===== config.mk =====
export PLATFORM = sky130hd
export DESIGN_NAME = mem_access_stage_flat
export DESIGN_NICKNAME = d
export VERILOG_FILES = /design/src/rtl/mem_pkg.sv /design/src/rtl/mem_access_stage_if.sv /design/src/rtl/load_align.sv /design/src/rtl/mem_access_stage.sv /design/src/flat_wrapper.sv
export SDC_FILE = /design/constraint.sdc
export NUM_CORES = 1
export LEC_CHECK = 0
export ABC_AREA = 1
export ABC_CLOCK_PERIOD_IN_PS = 2600
export CORE_ASPECT_RATIO = 1.1
export CORE_MARGIN = 4
export CORE_UTILIZATION = 48
export DETAILED_ROUTE_END_ITERATION = 8
export GPL_ROUTABILITY_DRIVEN = 0
export PLACE_DENSITY = 0.94
export SYNTH_ARGS = -nofsm -noshare
export SYNTH_HDL_FRONTEND = slang
export SYNTH_HIERARCHICAL = 1
export SYNTH_SLANG_ARGS = --single-unit
export TNS_END_PERCENT = 30

===== constraint.sdc =====
create_clock -name clock -period 2.6 [get_ports clock]
set_input_delay 0.65 -clock clock [delete_from_list [all_inputs] [get_ports clock]]
set_output_delay 0.65 -clock clock [all_outputs]
set_load 0.01 [all_outputs]

===== src/rtl/mem_pkg.sv =====
// rtl/mem_pkg.sv - MEM stage opcodes, FSM state encodings and byte-lane constants
package mem_pkg;

  localparam logic [3:0] MEM_OP_NOP = 4'd0;
  localparam logic [3:0] MEM_OP_LB  = 4'd1;
  localparam logic [3:0] MEM_OP_LBU = 4'd2;
  localparam logic [3:0] MEM_OP_LH  = 4'd3;
  localparam logic [3:0] MEM_OP_LHU = 4'd4;
  localparam logic [3:0] MEM_OP_LW  = 4'd5;
  localparam logic [3:0] MEM_OP_SB  = 4'd6;
  localparam logic [3:0] MEM_OP_SH  = 4'd7;
  localparam logic [3:0] MEM_OP_SW  = 4'd8;
  localparam logic [3:0] MEM_OP_LL  = 4'd9;
  localparam logic [3:0] MEM_OP_SC  = 4'd10;

  localparam logic [0:0] ST_IDLE   = 1'b0;
  localparam logic [0:0] ST_ACCESS = 1'b1;

  // Big-endian lanes: byte 0 of a word lives in bits [31:24]
  localparam logic [3:0] BSEL_B0 = 4'b1000;
  localparam logic [3:0] BSEL_B1 = 4'b0100;
  localparam logic [3:0] BSEL_B2 = 4'b0010;
  localparam logic [3:0] BSEL_B3 = 4'b0001;
  localparam logic [3:0] BSEL_H0 = 4'b1100;
  localparam logic [3:0] BSEL_H1 = 4'b0011;
  localparam logic [3:0] BSEL_W  = 4'b1111;

  function automatic logic op_is_load(input logic [3:0] op);
    return op inside {MEM_OP_LB, MEM_OP_LBU, MEM_OP_LH, MEM_OP_LHU, MEM_OP_LW, MEM_OP_LL};
  endfunction

  function automatic logic op_is_store(input logic [3:0] op);
    return op inside {MEM_OP_SB, MEM_OP_SH, MEM_OP_SW, MEM_OP_SC};
  endfunction

endpackage


===== src/rtl/mem_access_stage_if.sv =====
// rtl/mem_access_stage_if.sv - valid/ack data bus between the MEM stage and memory
interface mem_access_stage_if;
  logic        bus_request;
  logic        bus_write;
  logic [31:0] bus_address;
  logic [3:0]  bus_byte_select;
  logic [31:0] bus_write_data;
  logic        bus_ack;
  logic [31:0] bus_read_data;

  modport master (
    output bus_request, bus_write, bus_address, bus_byte_select, bus_write_data,
    input  bus_ack, bus_read_data
  );

  modport slave (
    input  bus_request, bus_write, bus_address, bus_byte_select, bus_write_data,
    output bus_ack, bus_read_data
  );
endinterface


===== src/rtl/load_align.sv =====
// rtl/load_align.sv - selects the addressed byte/halfword of a load and extends it
module load_align
  import mem_pkg::*;
(
  input  logic [3:0]  op,
  input  logic [1:0]  addr_lo,
  input  logic [31:0] read_data,
  output logic [31:0] data
);

  logic [7:0]  byte_val;
  logic [15:0] half_val;

  // Pick the big-endian lane, then sign- or zero-extend by opcode
  always_comb begin
    case (addr_lo)
      2'd0:    byte_val = read_data[31:24];
      2'd1:    byte_val = read_data[23:16];
      2'd2:    byte_val = read_data[15:8];
      default: byte_val = read_data[7:0];
    endcase
    half_val = addr_lo[1] ? read_data[15:0] : read_data[31:16];
    case (op)
      MEM_OP_LB:  data = {{24{byte_val[7]}}, byte_val};
      MEM_OP_LBU: data = {24'h0, byte_val};
      MEM_OP_LH:  data = {{16{half_val[15]}}, half_val};
      MEM_OP_LHU: data = {16'h0, half_val};
      default:    data = read_data;
    endcase
  end

endmodule


===== src/rtl/mem_access_stage.sv =====
// rtl/mem_access_stage.sv - MIPS MEM stage: loads/stores over valid/ack bus, MEM/WB register; LL/SC under LLSC_EN
module mem_access_stage
  import mem_pkg::*;
#(
  parameter int DATA_WIDTH     = 32,
  parameter int REG_ADDR_WIDTH = 5
) (
  input  logic                      clock,
  input  logic                      reset,
  input  logic [3:0]                ex_operation,
  input  logic [DATA_WIDTH-1:0]     ex_address,
  input  logic [DATA_WIDTH-1:0]     ex_store_data,
  input  logic                      ex_write_enable,
  input  logic [REG_ADDR_WIDTH-1:0] ex_write_address,
  input  logic [DATA_WIDTH-1:0]     ex_write_data,
  input  logic                      llbit_clear,
  mem_access_stage_if.master        bus,
  output logic                      stall_request,
  output logic                      mem_is_load,
  output logic [REG_ADDR_WIDTH-1:0] mem_write_address,
  output logic                      wb_write_enable,
  output logic [REG_ADDR_WIDTH-1:0] wb_write_address,
  output logic [DATA_WIDTH-1:0]     wb_write_data
);

  logic [0:0]                state;
  logic [3:0]                op_q;
  logic [1:0]                addr_lo_q;
  logic [REG_ADDR_WIDTH-1:0] rt_q;
  logic                      ack;
  logic                      ex_load, ex_store, ex_sc_fail, ex_llsc_nop;
  logic [3:0]                lane_sel;
  logic [DATA_WIDTH-1:0]     lane_data;
  logic [DATA_WIDTH-1:0]     aligned;

  // An ack with no request outstanding is meaningless and must not advance the FSM
  assign ack = bus.bus_request & bus.bus_ack;

`ifdef LLSC_EN
  logic llbit;

  assign ex_sc_fail  = (ex_operation == MEM_OP_SC) && !llbit;
  assign ex_llsc_nop = 1'b0;
  assign ex_load     = op_is_load(ex_operation);
  assign ex_store    = op_is_store(ex_operation) && !ex_sc_fail;

  // Link bit: set by a completed LL, consumed by a completed SC; an explicit clear wins
  always_ff @(posedge clock or negedge reset) begin
    if (!reset) begin
      llbit <= 1'b0;
    end else if (llbit_clear) begin
      llbit <= 1'b0;
    end else if (state == ST_ACCESS && ack) begin
      if (op_q == MEM_OP_LL) llbit <= 1'b1;
      else if (op_q == MEM_OP_SC) llbit <= 1'b0;
    end
  end
`else
  wire unused_llbit_clear = llbit_clear;

  assign ex_sc_fail  = 1'b0;
  assign ex_llsc_nop = (ex_operation == MEM_OP_LL) || (ex_operation == MEM_OP_SC);
  assign ex_load     = op_is_load(ex_operation) && !ex_llsc_nop;
  assign ex_store    = op_is_store(ex_operation) && !ex_llsc_nop;
`endif

  // Lane enables and replicated store data for the op waiting in EX
  always_comb begin
    lane_sel  = BSEL_W;
    lane_data = ex_store_data;
    case (ex_operation)
      MEM_OP_LB, MEM_OP_LBU, MEM_OP_SB: begin
        case (ex_address[1:0])
          2'd0:    lane_sel = BSEL_B0;
          2'd1:    lane_sel = BSEL_B1;
          2'd2:    lane_sel = BSEL_B2;
          default: lane_sel = BSEL_B3;
        endcase
      end
      MEM_OP_LH, MEM_OP_LHU, MEM_OP_SH: lane_sel = ex_address[1] ? BSEL_H1 : BSEL_H0;
      default: ;
    endcase
    if (ex_operation == MEM_OP_SB) lane_data = {4{ex_store_data[7:0]}};
    if (ex_operation == MEM_OP_SH) lane_data = {2{ex_store_data[15:0]}};
  end

  load_align u_load_align (
    .op        (op_q),
    .addr_lo   (addr_lo_q),
    .read_data (bus.bus_read_data),
    .data      (aligned)
  );

  // Hold EX while an access is starting or still waiting for its ack
  always_comb begin
    if (state == ST_IDLE) begin
      stall_request     = ex_load | ex_store;
      mem_is_load       = ex_load;
      mem_write_address = ex_write_address;
    end else begin
      stall_request     = !ack;
      mem_is_load       = op_is_load(op_q);
      mem_write_address = rt_q;
    end
  end

  // Access FSM, bus request registers and MEM/WB register
  always_ff @(posedge clock or negedge reset) begin
    if (!reset) begin
      state               <= ST_IDLE;
      op_q                <= MEM_OP_NOP;
      addr_lo_q           <= 2'b00;
      rt_q                <= '0;
      bus.bus_request     <= 1'b0;
      bus.bus_write       <= 1'b0;
      bus.bus_address     <= '0;
      bus.bus_byte_select <= 4'b0000;
      bus.bus_write_data  <= '0;
      wb_write_enable     <= 1'b0;
      wb_write_address    <= '0;
      wb_write_data       <= '0;
    end else begin
      case (state)
        ST_IDLE: begin
          if (ex_load || ex_store) begin
            state               <= ST_ACCESS;
            op_q                <= ex_operation;
            addr_lo_q           <= ex_address[1:0];
            rt_q                <= ex_write_address;
            bus.bus_request     <= 1'b1;
            bus.bus_write       <= ex_store;
            bus.bus_address     <= {ex_address[DATA_WIDTH-1:2], 2'b00};
            bus.bus_byte_select <= lane_sel;
            bus.bus_write_data  <= lane_data;
            wb_write_enable     <= 1'b0;
          end else if (ex_sc_fail) begin
            wb_write_enable  <= 1'b1;
            wb_write_address <= ex_write_address;
            wb_write_data    <= '0;
          end else begin
            wb_write_enable  <= ex_write_enable & !ex_llsc_nop;
            wb_write_address <= ex_write_address;
            wb_write_data    <= ex_write_data;
          end
        end
        default: begin
          if (ack) begin
            state            <= ST_IDLE;
            bus.bus_request  <= 1'b0;
            wb_write_enable  <= op_is_load(op_q) || (op_q == MEM_OP_SC);
            wb_write_address <= rt_q;
            wb_write_data    <= (op_q == MEM_OP_SC) ? 32'd1 : aligned;
          end else begin
            wb_write_enable <= 1'b0;
          end
        end
      endcase
    end
  end

endmodule


===== src/flat_wrapper.sv =====
// flat-port wrapper written by rule: the top's interface ports become plain ports
module mem_access_stage_flat import mem_pkg::*;
#(
  parameter int DATA_WIDTH     = 32,
  parameter int REG_ADDR_WIDTH = 5
)
  (clock, reset, ex_operation, ex_address, ex_store_data, ex_write_enable, ex_write_address, ex_write_data, llbit_clear, stall_request, mem_is_load, mem_write_address, wb_write_enable, wb_write_address, wb_write_data, bus_bus_request, bus_bus_write, bus_bus_address, bus_bus_byte_select, bus_bus_write_data, bus_bus_ack, bus_bus_read_data);
  mem_access_stage_if bus_i ();
  input  logic clock;
  input  logic reset;
  input  logic [3:0] ex_operation;
  input  logic [DATA_WIDTH-1:0] ex_address;
  input  logic [DATA_WIDTH-1:0] ex_store_data;
  input  logic ex_write_enable;
  input  logic [REG_ADDR_WIDTH-1:0] ex_write_address;
  input  logic [DATA_WIDTH-1:0] ex_write_data;
  input  logic llbit_clear;
  output logic stall_request;
  output logic mem_is_load;
  output logic [REG_ADDR_WIDTH-1:0] mem_write_address;
  output logic wb_write_enable;
  output logic [REG_ADDR_WIDTH-1:0] wb_write_address;
  output logic [DATA_WIDTH-1:0] wb_write_data;
  output wire logic [$bits(bus_i.bus_request)-1:0] bus_bus_request;
  output wire logic [$bits(bus_i.bus_write)-1:0] bus_bus_write;
  output wire logic [$bits(bus_i.bus_address)-1:0] bus_bus_address;
  output wire logic [$bits(bus_i.bus_byte_select)-1:0] bus_bus_byte_select;
  output wire logic [$bits(bus_i.bus_write_data)-1:0] bus_bus_write_data;
  input wire logic [$bits(bus_i.bus_ack)-1:0] bus_bus_ack;
  input wire logic [$bits(bus_i.bus_read_data)-1:0] bus_bus_read_data;
  assign bus_bus_request = bus_i.bus_request;
  assign bus_bus_write = bus_i.bus_write;
  assign bus_bus_address = bus_i.bus_address;
  assign bus_bus_byte_select = bus_i.bus_byte_select;
  assign bus_bus_write_data = bus_i.bus_write_data;
  assign bus_i.bus_ack = bus_bus_ack;
  assign bus_i.bus_read_data = bus_bus_read_data;
  mem_access_stage #(.DATA_WIDTH(DATA_WIDTH), .REG_ADDR_WIDTH(REG_ADDR_WIDTH)) u_core (.clock(clock), .reset(reset), .ex_operation(ex_operation), .ex_address(ex_address), .ex_store_data(ex_store_data), .ex_write_enable(ex_write_enable), .ex_write_address(ex_write_address), .ex_write_data(ex_write_data), .llbit_clear(llbit_clear), .bus(bus_i), .stall_request(stall_request), .mem_is_load(mem_is_load), .mem_write_address(mem_write_address), .wb_write_enable(wb_write_enable), .wb_write_address(wb_write_address), .wb_write_data(wb_write_data));
endmodule

# After elaboration in Yosys (flattened, before gate mapping)
# Cells that the tools add are included.
# classes
n_eq_ne	23
mux	27
n_bitwise	4
n_reduce_logical	18
# ops
op	count
$mux 32	6
$pmux 32 s4	1
$eq 4x3->1 const B	6
$pmux 8 s3	1
$eq 4x4->1 const B	5
$mux 5	4
$eq 4x2->1 const B	4
$mux 16	1
$pmux 4 s3	1
$reduce_bool 6->1	2
$mux 1	11
$eq 4x1->1 const B	2
$pmux 4 s2	1
$reduce_and 2->1	3
$reduce_or 3->1	2
$eq 2x1->1 const B	2
$eq 2x2->1 const B	2
$logic_not 2->1	2
$mux 4	1
$reduce_bool 4->1	1
$logic_or 1x1->1	3
$and 1x1->1	2
$logic_and 1x1->1	2
$logic_not 1->1	2
other kinds (5)	5
# word_totals
register_bits	118
inputBits	142
wordCells	84

# Depth between registers and ports, before layout
# depth
word_depth	7
depth_mapped	12
ltp_nobuf	11

# Cells and area by module
# Netlist, hierarchy kept.
# modules_own_cells
module	instances	cells_per_inst	area_per_inst_um2	seq_area_each_um2
mem_access_stage	1	703	5509.0	2952.8
load_align	1	207	1011.0	0.0

# Worst setup path after synthesis
# No wires, ideal clock.
# synth_path
path_kind	input to output
start	input ex_operation[1]
end	output stall_request
arrival_ns	1.511
t_required_ns	1.950
path_slack_ns	0.439
stages	7
n_path_buf	2
path_cell_list	buf_2 > nand2_2 > inv_2 > nor2_1 > nand3_2 > nand3_2 > buf_2
# synth_between
elab_chain_cells	6
elab_cells_between_ends	18
# synth_lines
element	line	rtl
from (decl)	flat_wrapper.sv:11	input logic [3:0] ex_operation;
branches (longest 4 deep; another with $reduce_bool 6->1)	n/a	
$or 1x1->1 (*)	mem_access_stage.sv:97	stall_request = ex_load | ex_store;
$mux 1 (*)	mem_access_stage.sv:96	if (state == ST_IDLE) begin
to (decl)	flat_wrapper.sv:18	output logic stall_request;
# Mark *: on every way between the ends.

# Worst setup path after layout
# layout_path
start	input ex_write_address[1]
end	output mem_write_address[1]
# layout_between
elab_chain_cells	1
# layout_lines
element	line	rtl
from (decl)	flat_wrapper.sv:15	input logic [REG_ADDR_WIDTH-1:0] ex_write_address;
$mux 5	mem_access_stage.sv:96	
to (decl)	flat_wrapper.sv:20	output logic [REG_ADDR_WIDTH-1:0] mem_write_address;
# No other way between the ends.

==> flow_metrics.env <==
export IMPL_final_period_minus_worst_setup_slack_ns=2.546
export IMPL_finalWirelength_um=23130
export IMPL_seq_area_frac_synth=0.4529
export IMPL_critical_path_max_fanout=2
export IMPL_worst_setup_path_endpoint="mem_write_address[1]"
export IMPL_synth_warnings=6
export IMPL_cpPeakStageDelay_ns=0.56
export IMPL_worstMarginPinSlew_ns=0.9040
export IMPL_post_route_drc_count=0
export IMPL_outcome="finished, final reports clean"
export IMPL_post_route_utilization=0.7440
export IMPL_regToRegEndpoint="u_core/wb_write_data[12]$_DFFE_PN0P_"
export IMPL_r2r_worst_path_cells=9
export IMPL_rsz0062_at_grt="false"
export IMPL_drv_slew=0
export IMPL_syn_mean_instance_area_sq_um=7.165
export IMPL_fp_dieArea_sq_um=15510
export IMPL_post_place_cells=1326
export IMPL_post_layout_total_power_mw=12.06
export IMPL_cts_buffers=17
export IMPL_port_buffer_count=253
export IMPL_ys_seq_elements=118
export IMPL_ant_nets=0
export IMPL_cts_post_setup_buffers_inserted=0
export IMPL_core_area_sq_um=13270
export IMPL_power_ir_vdd_worst_v=0.0007360
export IMPL_fmax_mhz=392.8
export IMPL_rows=44
export IMPL_timing_critical_path_required_ns=1.95
export IMPL_ctsResizeCount=9
export IMPL_largest_net_degree_at_the_start_of_global_routing=81
export IMPL_dr_first_iter_drc_count=811
export IMPL_cts_hold_repair_buffers=0
export IMPL_yosysUniqueCellTypes=23
export IMPL_die_width_um=119.1
export IMPL_mappedNetlistArea_sq_um=6520
export IMPL_grt_util_met3=0.08106
export IMPL_final_hold_violating_endpoints=0
export IMPL_r2r_slack_ns=0.45
export IMPL_design_final_nets=1303
export IMPL_grt_pass1_wl_um=36220
export IMPL_y_dimension_of_the_die_um=130.2
export IMPL_cp_slowest_cell="clkdlybuf4s50_1"
export IMPL_start_util=0.4914
export IMPL_ctsLongestPathBuffers=2
export IMPL_insertion_delay_ns=0.42
export IMPL_route_vias_total=7248
export IMPL_power_density_nw_per_um2=1222
export IMPL_cts_tree="yes"
export IMPL_via_per_inst=5.341
export IMPL_grtUsageTotal=0.2957
export IMPL_gr_usage_met2=0.4982
export IMPL_cts_reportedPaths_clkPinSlew_ns=0.05
export IMPL_setup_viol=0
export IMPL_global_route_usage_met1=0.3413
export IMPL_synthesis_instances=910
export IMPL_critical_path_cell_chain="clkdlybuf4s50_1 -> nand2_1 -> nand2_1 -> clkdlybuf4s50_1"
export IMPL_fraction_of_layout_instances_using_a_drive_strength_above_1=0.07502
export IMPL_cp_startpoint="ex_write_address[1]"
export IMPL_fin_worst_skew_ns=0.008275
export IMPL_maxCapViolations=0
export IMPL_worstSetupStartpointType="input pin"
export IMPL_insertedDiodeCount=0
export IMPL_antenna_found_initial=0
export IMPL_routed_wire_length_per_instance_um=17.04
export IMPL_clock_sinks=118
export IMPL_grt_remaining_overflow=0
export IMPL_number_of_detailed_route_iterations_in_the_first_pass=6
export IMPL_io_pins=257
export IMPL_cts_root_buf="clkbuf_16"
export IMPL_h_tree_levels=4
export IMPL_worstSetupPathType="in2out"
export IMPL_worst_slew_margin_rel=0.3951
export IMPL_fin_crit_sh=0.9793
export IMPL_syn_to_final_growth_pct=51.39
export IMPL_p_leak_nw=4.999
export IMPL_arrival_ns=1.90
export IMPL_endpoint_kind="output port"
export IMPL_r2r_start="u_core/addr_lo_q[1]$_DFFE_PN0P_"
export IMPL_hold_path_class="in2async"
export IMPL_via_count_of_the_first_global_routing_pass=7224
export IMPL_detailed_place_hpwl_um=16080
export IMPL_fin_cells=1357
export IMPL_gr_max_usage_layer="met2"
-- cells in the final DEF (no fill, tap or decap), types with 4 or more instances in the layout --
cell and instances:
dfrtp_1 118, nor2_1 24, nand2_1 408, nand3_1 95, clkdlybuf4s50_1 245, o21ai_0 70, inv_1 67, inv_2 5
dlygate4sd2_1 4, a22oi_1 31, clkbuf_16 17, buf_4 32, nand2_2 8, o211ai_1 6, bufinv_16 6, clkinvlp_4 4
a21oi_1 8
-- cell usage after synthesis (all sizes together) --
cell	n	area [sq um]
nor2	26	105.1
inv	73	274.0
clkinv	1	5.000
a22oi	31	232.7
a21oi	8	40.04
o211ai	6	45.04
o21ai	71	355.3
nand3	99	523.0
clkbuf	15	56.30
conb	1	3.750
dfrtp	118	2953
xnor2	1	8.760
nand2	416	1582
nand4	3	18.77
buf	41	317.8
-- worst min path at each step --
stage                                            from                                     end  slack [ns]
4_1_cts                                         reset    u_core/wb_write_data[13]$_DFFE_PN0P_        0.06
3_5_place_dp   u_core/bus.bus_address[29]$_DFFE_PN0P_  u_core/bus.bus_address[29]$_DFFE_PN0P_        0.46
6_report                                        reset  u_core/bus.bus_address[16]$_DFFE_PN0P_        0.07
3_3_place_gp   u_core/bus.bus_address[12]$_DFFE_PN0P_  u_core/bus.bus_address[12]$_DFFE_PN0P_        0.45
5_1_grt                                         reset  u_core/bus.bus_address[16]$_DFFE_PN0P_        0.07
2_1_floorplan                                   reset         u_core/addr_lo_q[0]$_DFFE_PN0P_        0.35
-- cells by family (layout without fill, tap and decap cells) --
kind of cell    count (synthesis)  count (layout)  share of synthesized area
simple gates                  544             544                     0.3418
flops                         118             118                     0.4529
compound gates                116             116                     0.1032
buf+inv                       130             392                     0.1002
other cells                     1               2                  0.0005752
xor+xnor                        1               1                   0.001344
-- area by class of cell --
type,count,area [sq um]
tap,184,230.2
inverter,74,282.8
fill,923,3397
timing repair buffer,287,2816
clock buffer,19,442.9
sequential,118,2953
clock inverter,12,225.2
multi-input combinational,663,2920
-- flip-flops by register name (all words and copies together) (netlist names) --
name                        flops
u_core/wb_write_enable          1
u_core/bus.bus_address         30
u_core/state                    1
u_core/bus.bus_request          1
u_core/op_q                     4
u_core/addr_lo_q                2
u_core/wb_write_address         5
u_core/rt_q                     5
u_core/bus.bus_write            1
u_core/bus.bus_write_data      32
u_core/wb_write_data           32
u_core/bus.bus_byte_select      4
-- power by group --
| part | internal, mW | total, mW | switching, mW | leakage, nW |
|---|---|---|---|---|
| logic | 2.76 | 6.06 | 3.30 | 3.22 |
| registers | 2.72 | 3.33 | 0.602 | 1.46 |
| clock network | 1.82 | 2.67 | 0.853 | 0.316 |
-- critical path: cells and delay by family --
kind                   cells  cell delay (ns)
buffers and inverters      2             1.06
AND/OR/NAND/NOR            2             0.18
-- layer usage --
| metal | routed length, um | share of wire | vias up |
|---|---|---|---|
| met3 | 2120 | 0.092 | 97 |
| met4 | 1244 | 0.054 | 0 |
| met2 | 11440 | 0.49 | 420 |
| met1 | 8326 | 0.36 | 3342 |
| li1 | - | - | 3389 |
| met5 | 0 | 0 | - |
-- stage by stage --
| step | setup TNS (ns) | cell area, sq um | hold slack [ns] | setup slack (ns) |
|---|---|---|---|---|
| floorplan | 0 | 6524 | 0.3544 | 0.4387 |
| global placement | -0.8209 | 9203 | 0.4530 | -0.3827 |
| detailed placement | -3.166 | 9203 | 0.4572 | -0.4505 |
| CTS | -0.08632 | 9868 | 0.06067 | -0.03169 |
| global route | 0 | 9871 | 0.07228 | 0.009744 |
| finish | 0 | 9871 | 0.07042 | 0.05392 |
Power figures use the tool's default switching activity.
